File: src/rtl/decomp_pkg.sv
`default_nettype none
// ============================================================================
// Module   : decomp_pkg
// Purpose  : Shared types and constants for the decompressor fetch queue.
// Revision : 1.0
// ============================================================================
package decomp_pkg;

   localparam int                      DECOMP_WIDTH = 32;
   localparam int                      DECOMP_DEPTH = 8;
   localparam logic [DECOMP_WIDTH-1:0] DECOMP_PCADD = 32'h4;
   localparam int                      FQ_PTR_W     = $clog2(DECOMP_DEPTH);

   typedef struct packed {
      logic [DECOMP_WIDTH-1:0] pc;
      logic [DECOMP_WIDTH-1:0] instr;
   } fq_entry_t;

endpackage
`default_nettype wire

File: src/rtl/decomp_fetch_queue_storage.sv
`default_nettype none
// ============================================================================
// Module   : fq_storage
// Purpose  : DEPTH-entry register array, two write ports (wp, wp+1) and one
//            asynchronous read port.
// Revision : 1.0
// ============================================================================
module fq_storage
   import decomp_pkg::*;
#(
   parameter int DEPTH = DECOMP_DEPTH,
   parameter int PTR_W = FQ_PTR_W
) (
   input  logic             clk,
   input  logic             we0_i,
   input  logic             we1_i,
   input  logic [PTR_W-1:0] waddr_i,
   input  fq_entry_t        wdata0_i,
   input  fq_entry_t        wdata1_i,
   input  logic [PTR_W-1:0] raddr_i,
   output fq_entry_t        rdata_o
);

   fq_entry_t        mem_q [DEPTH];
   logic [PTR_W-1:0] waddr1;

   // Second port wraps naturally, so a two-word write can straddle slot 0.
   assign waddr1 = waddr_i + PTR_W'(1);

   always_ff @(posedge clk) begin
      if (we0_i) mem_q[waddr_i] <= wdata0_i;
      if (we1_i) mem_q[waddr1]  <= wdata1_i;
   end

   assign rdata_o = mem_q[raddr_i];

endmodule
`default_nettype wire

File: src/rtl/decomp_fetch_queue.sv
`default_nettype none
// ============================================================================
// Module   : decomp_fetch_queue
// Purpose  : Instruction/PC FIFO between decompressor and CPU, with one- or
//            two-word pushes and flush on redirect.
// Options  : DECOMP_QUEUE_STATS_EN enables the saturating flush counter.
// Revision : 1.0
// ============================================================================
module decomp_fetch_queue
   import decomp_pkg::*;
#(
   parameter int               WIDTH = DECOMP_WIDTH,
   parameter int               DEPTH = DECOMP_DEPTH,
   parameter logic [WIDTH-1:0] PCADD = DECOMP_PCADD
) (
   input  logic                     clk,
   input  logic                     reset,
   input  logic                     in_valid,
   input  logic                     in_two,
   input  logic [WIDTH-1:0]         in_instr0,
   input  logic [WIDTH-1:0]         in_instr1,
   input  logic [WIDTH-1:0]         in_pc,
   output logic                     in_ready,
   output logic                     out_valid,
   output logic [WIDTH-1:0]         out_instr,
   output logic [WIDTH-1:0]         out_pc,
   input  logic                     out_ready,
   input  logic                     flush,
   output logic [$clog2(DEPTH):0]   count,
   output logic [15:0]              stat_flushes
);

   localparam int PTR_W = $clog2(DEPTH);
   localparam int CNT_W = PTR_W + 1;

   logic [PTR_W-1:0] wr_ptr_q, wr_ptr_d;
   logic [PTR_W-1:0] rd_ptr_q, rd_ptr_d;
   logic [CNT_W-1:0] count_q, count_d;
   logic [CNT_W-1:0] push_words;
   logic             push, pop;
   fq_entry_t        wr_entry0, wr_entry1, rd_entry;

   // Room for two words is always required, so in_ready never sees out_ready.
   assign in_ready  = (count_q <= CNT_W'(DEPTH - 2));
   assign out_valid = (count_q != '0);
   assign push      = in_valid & in_ready & ~flush;
   assign pop       = out_valid & out_ready & ~flush;

   always_comb begin
      push_words = '0;
      if (push) push_words = in_two ? CNT_W'(2) : CNT_W'(1);
      wr_ptr_d = wr_ptr_q + PTR_W'(push_words);
      rd_ptr_d = rd_ptr_q + PTR_W'(pop);
      count_d  = count_q + push_words - CNT_W'(pop);
      if (flush) begin
         wr_ptr_d = '0;
         rd_ptr_d = '0;
         count_d  = '0;
      end
   end

   always_ff @(posedge clk or negedge reset) begin
      if (!reset) begin
         wr_ptr_q <= '0;
         rd_ptr_q <= '0;
         count_q  <= '0;
      end else begin
         wr_ptr_q <= wr_ptr_d;
         rd_ptr_q <= rd_ptr_d;
         count_q  <= count_d;
      end
   end

   assign wr_entry0.pc    = in_pc;
   assign wr_entry0.instr = in_instr0;
   assign wr_entry1.pc    = in_pc + PCADD;
   assign wr_entry1.instr = in_instr1;

   fq_storage #(
      .DEPTH (DEPTH),
      .PTR_W (PTR_W)
   ) u_storage (
      .clk      (clk),
      .we0_i    (push),
      .we1_i    (push & in_two),
      .waddr_i  (wr_ptr_q),
      .wdata0_i (wr_entry0),
      .wdata1_i (wr_entry1),
      .raddr_i  (rd_ptr_q),
      .rdata_o  (rd_entry)
   );

   assign out_instr = out_valid ? rd_entry.instr : '0;
   assign out_pc    = out_valid ? rd_entry.pc    : '0;
   assign count     = count_q;

`ifdef DECOMP_QUEUE_STATS_EN
   logic [15:0] stat_q, stat_d;

   always_comb begin
      stat_d = stat_q;
      if (flush && (stat_q != 16'hFFFF)) stat_d = stat_q + 16'd1;
   end

   always_ff @(posedge clk or negedge reset) begin
      if (!reset) stat_q <= '0;
      else        stat_q <= stat_d;
   end

   assign stat_flushes = stat_q;
`else
   assign stat_flushes = 16'h0;
`endif

endmodule
`default_nettype wire
File: config.mk
export PLATFORM = sky130hd
export DESIGN_NAME = decomp_fetch_queue
export DESIGN_NICKNAME = d
export VERILOG_FILES = /design/src/rtl/decomp_pkg.sv /design/src/rtl/decomp_fetch_queue_storage.sv /design/src/rtl/decomp_fetch_queue.sv
export SDC_FILE = /design/constraint.sdc
export NUM_CORES = 1
export LEC_CHECK = 0
export CORE_AREA = 3 3 308 310
export CTS_CLUSTER_SIZE = 14
export DETAILED_ROUTE_END_ITERATION = 16
export DIE_AREA = 0 0 311 313
export PLACE_DENSITY = 0.53
export SYNTH_ARGS = -nofsm -noshare
export SYNTH_HDL_FRONTEND = slang
export SYNTH_SLANG_ARGS = --single-unit
File: constraint.sdc
create_clock -name clk -period 14.8 [get_ports clk]
set_clock_uncertainty 0.1 [all_clocks]
set_input_delay 2.22 -clock clk [delete_from_list [all_inputs] [get_ports clk]]
set_output_delay 2.22 -clock clk [all_outputs]
set_load 0.02 [all_outputs]
* Word-level counts from Yosys, hierarchy flattened
Memory sizes are Yosys's and may differ from the RTL's.
Index checks and enable logic that the tools add are counted.
** Storage, ports and cells
- Word-level logic and storage cells :: 29
- Bits in writable memories :: 512
- Memories :: 1
- Output and inout port bits :: 86
- Flip-flop bits (word level) :: 10
- Bits of input ports :: 102
** Memory list
- u_storage.mem_q :: words 8, bits a word 64, rd ports 1, clocked after Yosys merged registers in 0, write ports 2, RTL line decomp_fetch_queue_storage.sv:24 : fq_entry_t mem_q [DEPTH];
** Cells by class
- Bitwise logic cells :: 6
- Magnitude comparators :: 1
- Multiplexer cells :: 11
- Add/subtract/negate cells :: 6
- Reductions and logical operators :: 1
** Operators by type and width (number)
- 32-bit 2-to-1 mux :: 2
- 32-bit by 3-bit adder with 32-bit output, second input constant :: 1
- 3-bit 2-to-1 mux :: 2
- 1-bit AND :: 5
- 4-bit adder :: 1
- 4-bit by 3-bit <= comparator with 1-bit output, second input constant :: 1
- 1-bit 2-to-1 mux :: 4
- 2-bit 2-to-1 mux :: 2
- 4-bit 2-to-1 mux :: 1
- 4-bit nonzero test :: 1
- 4-bit by 1-bit subtractor with 4-bit output :: 1
- 3-bit by 1-bit adder with 3-bit output :: 1
- 3-bit by 1-bit adder with 3-bit output, second input constant :: 1
- 3-bit adder :: 1
- 1-bit inverter :: 1

* Logic depth before layout (Yosys ltp)
Gate-level depths: netlist of run 1.
- Depth in word-level cells :: 7
- Gate-level depth with buffers :: 15
- Depth with buffers taken out :: 13

* Cells and area by module
A second synthesis of run 1 with hierarchy kept.
** Second synthesis, totals
- Cell total of the unflattened synthesis :: 1560
- Area, all modules :: 27108.5 sq um
** By module, submodules not included
- fq_storage :: area an instance 25365.6 sq um, instances 1, sequential area each 15374.7 sq um, cells each 1333
- decomp_fetch_queue :: area an instance 1742.9 sq um, instances 1, sequential area each 250.2 sq um, cells each 227

* Least setup slack after synthesis of run 1
OpenSTA, ideal clock, no wires.
- Path type :: input-to-reg
- From :: input flush
- To :: memory u_storage.mem_q[0][0] in the netlist's numbering (enable)
- Path slack :: 4.915 ns
- Library setup time :: 0.661 ns
- Required time :: 14.039 ns
- Data arrival time :: 9.125 ns
- Buffers on the path :: 1
- Stages :: 3
- Path through :: clkbuf_1 -> nand3b_1 -> o41ai_1
** RTL lines
- from (decl) :: RTL line decomp_fetch_queue.sv:28 : input logic flush,
- to (decl) :: RTL line decomp_fetch_queue_storage.sv:24

* Worst setup path in the final report of run 1
- From :: register rd_ptr_q[1]
- To :: output out_pc[4]
** On the way
- Cells in the longest elaborated chain, start to end :: 2
** RTL lines
- from (decl) :: RTL line decomp_fetch_queue.sv:37 : logic [PTR_W-1:0] rd_ptr_q, rd_ptr_d;
- from (signal assigned) :: RTL line decomp_fetch_queue.sv:69 : rd_ptr_q <= rd_ptr_d;
- memory read 8 x 64 bit
- 32-bit 2-to-1 mux :: RTL line decomp_fetch_queue.sv:94 : assign out_pc = out_valid ? rd_entry.pc : '0;
- to (decl) :: RTL line decomp_fetch_queue.sv:26 : output logic [WIDTH-1:0] out_pc,
No other way between the ends.

==> summary.txt, run 1 <==
Run status
  • Status: finished, final reports clean

Yosys
  • Post-Synthesis Cells: 2444
  • Synth top cells by count: 902 x nand2_1, 512 x edfxtp_1, 200 x nor2_1, 132 x xor2_1, 128 x mux4_2
  • Top-area cell type share of the netlist area: 0.557
  • Post-Syn Area per Cell: 11.3 um2
  • Post-synth cell types: 49
  • Sequential area share after synthesis: 0.566
  • Synth area leader: edfxtp_1
  • Prevailing post-synth register cell: edfxtp_1
  • Post-synth EDFFs: 512
  • Synth warn: 0
  • Asr flop ratio synth: 0.0192
  • Post-synthesis sequential element count: 522
  • Mapped Area: 0.0276 mm2
  • Ranking of synthesized cells by area: edfxtp_1 56%, nand2_1 12%, mux4_2 10%
  • Most frequent cell after synthesis: nand2_1

Clock network
  • Hold_buf cts: 0
  • Post-CTS sizing: 0
  • Clk buf depth: 3
  • Worst-skew pair later-pin latency: 610 ps
  • Num CTS Buffers: 54
  • CTS tree: yes
  • Post CTS Setup Buffer Count: 0
  • H-tree levels: 2
  • CTS root buf: clkbuf_16
  • Clk slew on worst S/H paths: 60 ps
  • Clock Sinks: 522

Timing
  • Final hold viol count: 0
  • Tmin final: 6850 ps
  • Worst slew pin tran: 1240 ps
  • Final period util: 0.463
  • Setup tns final: 0 ps
  • Fin worst setup slack: 7950 ps
  • Final Max Tran Viols: 0
  • Final setup viols: 0
  • Max Clk Rate: 146 MHz
  • RSZ-0062 raised after global routing: no
  • Worst slew margin: 0.176

Job
  • Max_cap viols: 0

Power and ir drop
  • Leakage power: 11.1 nW
  • Sw power: 1.20 mW
  • Power share of the combinational group: 0.244
  • VDD IR-drop max: 0.0000880 V
  • Sequential share of power: 0.424
  • Clock share of power: 0.332
  • Power Density: 128 mW/mm2
  • Int Pwr: 2.89 mW
  • Switching Share: 0.294

Setup path
  • Slowest stage delay, CP: 950 ps
  • Arrival time worst endpoint: 4530 ps
  • Setup CP Type: flip-flop to output pin
  • Worst Setup Start Kind: flip-flop
  • CP Capture Type: output pin
  • Cell family with most CP delay: buffers and inverters
  • Crit path max fanout: 61
  • CP most frequent cell: buf_4
  • Number of buffers and inverters on the critical path: 3
  • CP cell instances: buf_4 > buf_4 > mux4_2 > mux2i_1 > nor2_1 > clkdlybuf4s50_1
  • CP required: 12480 ps
  • Worst path slowest cell: buf_4

Route
  • Antenna Nets Post-Route: 0
  • Vias/cell: 4.90
  • DR iter-0 viols: 1748
  • DRC: 0
  • Final WL: 85.6 mm
  • WL/cell: 22.8 um
  • Drt first pass iters: 6
  • Vias: 18400

GRT
  • Total GRT Usage: 0.174
  • Global-route wire length before repair: 127 mm
  • Vias in the first global route: 19000
  • Largest net degree at the start of global routing: 65
  • GRT overflow: 0
  • Initial antenna violation count: 5

Placed design
  • HPWL Detailed: 49.3 mm
  • I/O Buffers: 171
  • Routability cong.: 0.742
  • Pre-CTS setup slack: 8440 ps
  • Cells after DPL: 3660

Floorplanning
  • Die Area: 0.0973 mm2
  • Boundary Pins: 188
  • Horiz. Die Dim: 311 um
  • CORE AREA: 0.0919 mm2
  • FP Rows: 111
  • Die height: 313 um
  • Starting density of the core: 0.300

Layout
  • Synthesis-to-layout area growth: 15.4%
  • Final core occ: 0.347
  • Share of post-route cells with drive strength above 1: 0.109
  • Nets: 2587
  • Fin cells: 3760

Min path
  • Min-Delay Path Class: flip-flop to flip-flop
## metrics by stage
| stage | area (um2) | total power, mW | hold slack [ps] |
|---|---|---|---|
| 2_1_floorplan | 27700 | 2.36 | 500 |
| 3_3_place_gp | 30200 | 2.77 | 619 |
| 3_5_place_dp | 30200 | 2.78 | 637 |
| 4_1_cts | 31900 | 4.14 | 664 |
| 5_1_grt | 31900 | 4.26 | 687 |
| 6_report | 31900 | 4.09 | 658 |
## state kept, by name (all words and copies together), names as in the netlist
signal	count
count	4
rd_ptr_q	3
u_storage.mem_q	512
wr_ptr_q	3
## cell usage in the layout (no fill, tap or decap), types with 3 or more instances in the layout
master / Yosys / layout
nor2_1: 200 / 200
mux4_2: 128 / 128
inv_1: 9 / 9
and4_1: 5 / 5
o21ai_4: 0 / 3
dfrtp_4: 0 / 3
nor3_4: 0 / 3
mux2i_1: 64 / 64
nand2_1: 902 / 902
clkinv_2: 0 / 13
conb_1: 1 / 16
or4_1: 5 / 3
nor4_1: 8 / 8
nor3_1: 9 / 8
nand4b_1: 3 / 3
and3_1: 9 / 7
clkdlybuf4s50_1: 0 / 171
and2_1: 5 / 4
ha_1: 10 / 10
nand4_1: 11 / 11
dfrtp_1: 10 / 7
clkbuf_1: 116 / 15
nor2b_1: 4 / 4
edfxtp_1: 512 / 512
xnor2_1: 108 / 108
nand2b_1: 3 / 3
clkinv_1: 0 / 7
buf_4: 62 / 36
clkbuf_16: 0 / 54
xor2_1: 132 / 132
o31ai_4: 0 / 4
nand3_2: 0 / 4
bufinv_16: 0 / 6
nand3_1: 23 / 19
## logic make-up (layout without fill, tap and decap cells)
family / after synthesis / in the layout / share of synthesized area
simple gates: 1207 / 1207 / 0.175
flops: 522 / 522 / 0.566
xor+xnor: 240 / 240 / 0.0761
other cells: 1 / 18 / 0.000136
buf+inv: 258 / 314 / 0.0462
fa+ha+maj: 12 / 12 / 0.00598
compound gates: 12 / 12 / 0.00294
mux: 192 / 192 / 0.128
## power groups by stage
stage | clock network, mW | logic (mW) | registers [mW]
after floorplan | 0 | 0.606 | 1.75
final | 1.36 | 0.998 | 1.73
after global routing | 1.44 | 1.08 | 1.74
after CTS | 1.38 | 1.02 | 1.74
after global placement | 0 | 1.01 | 1.77
after detailed placement | 0 | 1.02 | 1.77
## area by class of cell
class | instances | area [um2]
Tap cell | 1243 | 1560
Fill cell | 9104 | 60100
Clock buffer | 69 | 1410
Multi-Input combinational cell | 1679 | 10900
Clock inverter | 29 | 305
Sequential cell | 522 | 15600
Timing Repair Buffer | 207 | 1980
Inverter | 9 | 33.8
Antenna cell | 2 | 5.00
## worst reg2reg max path, stage by stage (launching register included)
cell and delay (ps):
dfrtp_1 440, inv_1 100, ha_1 160, a21bo_2 130, nand2_1 440, inv_1 610
nand4b_1 530, o21ai_4 1020, buf_4 820
## path summary, 6_finish.rpt
kind                              from                     end  slack (ps)  depth (start not counted)
setup / recovery           rd_ptr_q[1]               out_pc[4]        7950                          6
hold / removal                count[0]                count[0]         660                          2
setup reg to reg              count[3]  u_storage.mem_q[3][33]       10020                          8
hold reg to reg               count[0]                count[0]         660                          2
max in group asynchronous        reset             rd_ptr_q[1]       12330                          1
min in group asynchronous        reset                count[3]        1860                          1
## metal layers
layer / up-vias / wire, um / global-route usage
met3: 112 / 5010 / 0.0260
met5: - / 27 / 0
li1: 8328 / - / -
met1: 9342 / 36500 / 0.231
met4: 4 / 1720 / 0.0415
met2: 655 / 42300 / 0.298
Power figures use the tool's default switching activity.
==> inputs of run 2 (changes only) <==
- clock period: 14.8 -> 7.1 ns (I/O delays scaled with it)
==> run 2 against run 1 <==
Against the previous run: core utilization increased by 0.27 points; combinational power grew 110%; global-route usage is 0.44 points lower; register-to-register slack got worse by 7500 ps; first-iteration DRC count is 8.2% lower; power is 110% higher; highest routed layer unchanged.
==> summary.txt, run 2 (synthesized netlist as in run 1, its figures left out) <==
Floorplanning
  • Die height: 313 um (unchanged)
  • Die Area: 0.0973 mm2 (unchanged)
  • CORE AREA: 0.0919 mm2 (unchanged)
  • FP Rows: 111 (unchanged)
  • Horiz. Die Dim: 311 um (unchanged)
  • Boundary Pins: 188 (unchanged)
  • Starting density of the core: 0.300 (unchanged)

Clock network
  • Worst-skew pair later-pin latency: 610 ps (about the same)
  • Clock Sinks: 522 (unchanged)
  • Clk buf depth: 3 (unchanged)
  • Clk slew on worst S/H paths: 60 ps (about the same)
  • CTS root buf: clkbuf_16 (unchanged)
  • H-tree levels: 2 (unchanged)
  • Num CTS Buffers: 57 (was 54)
  • CTS tree: yes (unchanged)
  • Hold_buf cts: 0 (unchanged)
  • Post CTS Setup Buffer Count: 0 (unchanged)
  • Post-CTS sizing: 0 (unchanged)

Timing
  • Max Clk Rate: 202 MHz
  • Worst slew pin tran: 1230 ps (was 1240 ps)
  • Final hold viol count: 0 (unchanged)
  • Final Max Tran Viols: 0 (unchanged)
  • Tmin final: 4960 ps
  • Final period util: 0.698
  • Setup tns final: 0 ps (unchanged)
  • RSZ-0062 raised after global routing: no (unchanged)
  • Worst slew margin: 0.173 (was 0.176)
  • Final setup viols: 0 (unchanged)
  • Hold WS: 627 ps (was 658 ps)

Setup path
  • Setup slack, reg-to-reg: 2520 ps (was 10020 ps)
  • R2R Path End: u_storage.mem_q[3][57] (was u_storage.mem_q[3][33])
  • Worst Setup SP: rd_ptr_q[1] (unchanged)
  • Worst Setup Start Kind: flip-flop (unchanged)
  • Setup CP Type: flip-flop to output pin (unchanged)
  • CP required: 5930 ps (was 12480 ps)
  • Arrival time worst endpoint: 3790 ps (was 4530 ps)
  • CP Capture Type: output pin (unchanged)
  • Critical R2R Launch: count[3] (unchanged)
  • Register-to-Register Path Depth: 8 (unchanged)
  • Crit path max fanout: 79 (was 61)

GRT
  • Largest net degree at the start of global routing: 80 (was 65)
  • Vias in the first global route: 18900 (was 19000)
  • GRT overflow: 0 (unchanged)
  • Global-route wire length before repair: 124 mm (was 127 mm)
  • Total GRT Usage: 0.169 (was 0.174)
  • Initial antenna violation count: 5 (unchanged)

Route
  • Vias: 18500 (was 18400)
  • DR iter-0 viols: 1604 (was 1748)
  • DRC: 0 (unchanged)
  • Drt first pass iters: 5 (was 6)
  • Vias/cell: 4.90 (about the same)
  • Antenna Nets Post-Route: 0 (unchanged)
  • Final WL: 83.7 mm (was 85.6 mm)
  • WL/cell: 22.2 um (was 22.8 um)

Layout
  • Area of the multi-input gates: 0.0110 mm2 (was 0.0109 mm2)
  • Final core occ: 0.349 (was 0.347)
  • Share of post-route cells with drive strength above 1: 0.112 (was 0.109)
  • Most frequent cells in the layout: 902 x nand2_1, 512 x edfxtp_1, 200 x nor2_1 (unchanged)
  • Max reg flops: 512 (unchanged)
  • Register area: 0.0156 mm2 (unchanged)
  • Commonest non-fill, non-tap cell in the layout: nand2_1 (unchanged)
  • Fin cells: 3764 (was 3760)
  • Fillcell total: 9010 (was 9104)
  • Biggest register: u_storage.mem_q (unchanged)
  • Synthesis-to-layout area growth: 16.3% (was 15.4%)
  • Nets: 2590 (was 2587)

Job
  • Max_cap viols: 0 (unchanged)

Run status
  • Status: finished, final reports clean (unchanged)

Min path
  • Hold Path End: count[0] (unchanged)
  • Min-Delay Path Class: flip-flop to flip-flop (unchanged)
  • Min-delay src: count[0] (unchanged)
  • Hold depth: 2 (unchanged)

Placed design
  • Cells after DPL: 3660 (unchanged)
  • I/O Buffers: 171 (unchanged)
  • HPWL Detailed: 49.0 mm (was 49.3 mm)
  • Routability cong.: 0.785 (was 0.742)

Power and ir drop
  • VDD IR-drop max: 0.000262 V (was 0.0000880 V)
  • Power Density: 271 mW/mm2 (was 128 mW/mm2)
  • Final Power: 8.72 mW (was 4.09 mW)
  • Leakage power: 11.2 nW (was 11.1 nW)
[run 2: changes by cell type in the layout (fill, tap and decap cells not counted), sizes merged]
cell      before  now
clkinv        21   25
bufinv         6    8
clkbuf        69   67
clkinvlp       0    2
diode          2    1
inv           11   10
[run 2: worst max path at each step]
| stage | to | slack [ps] | cells past startpoint |
|---|---|---|---|
| after floorplan | u_storage.mem_q[2][0] | 40 | 9 |
| final | out_instr[0] | 2140 | 5 |
| after global routing | out_instr[0] | 1970 | 5 |
| after detailed placement | u_storage.mem_q[6][54] | 2010 | 6 |
| after CTS | out_instr[0] | 2020 | 5 |
| after global placement | u_storage.mem_q[6][39] | 2050 | 6 |
[run 2: report_power, final]
group,internal [mW],switching (mW)
logic,0.882,1.20
clock network,1.79,1.25
registers,3.53,0.0673
total,6.21,2.51
[run 2: worst max-delay path, stage by stage, from the launching register on]
cell and delay [ps]:
dfrtp_4 1040, buf_12 540, mux4_2 380, mux2i_1 510, nor2_1 90, clkdlybuf4s50_1 580
[run 2: cell type report]
cell class / instances / area share
timing repair buffer: 207 / 0.0637
sequential: 522 / 0.487
clock buffer: 67 / 0.0469
multi-input combinational: 1679 / 0.341
antenna: 1 / 0.0000779
inverter: 9 / 0.00105
tap: 1243 / 0.0484
clock inverter: 36 / 0.0118
[run 2: metrics by stage]
step / worst slack [ps] / instance area (um2)
floorplan: 40.4 / 27700
global placement: 2050 / 30200
detailed placement: 2010 / 30200
CTS: 2020 / 32100
global route: 1970 / 32100
finish: 2140 / 32100
[run 2: per-layer routing]
layer / part of all wire / GRT usage / up-vias
li1: - / - / 8331
met1: 0.41 / 0.221 / 9268
met2: 0.49 / 0.290 / 712
met3: 0.070 / 0.0282 / 136
met4: 0.025 / 0.0482 / 4
met5: 0.00032 / 0 / -
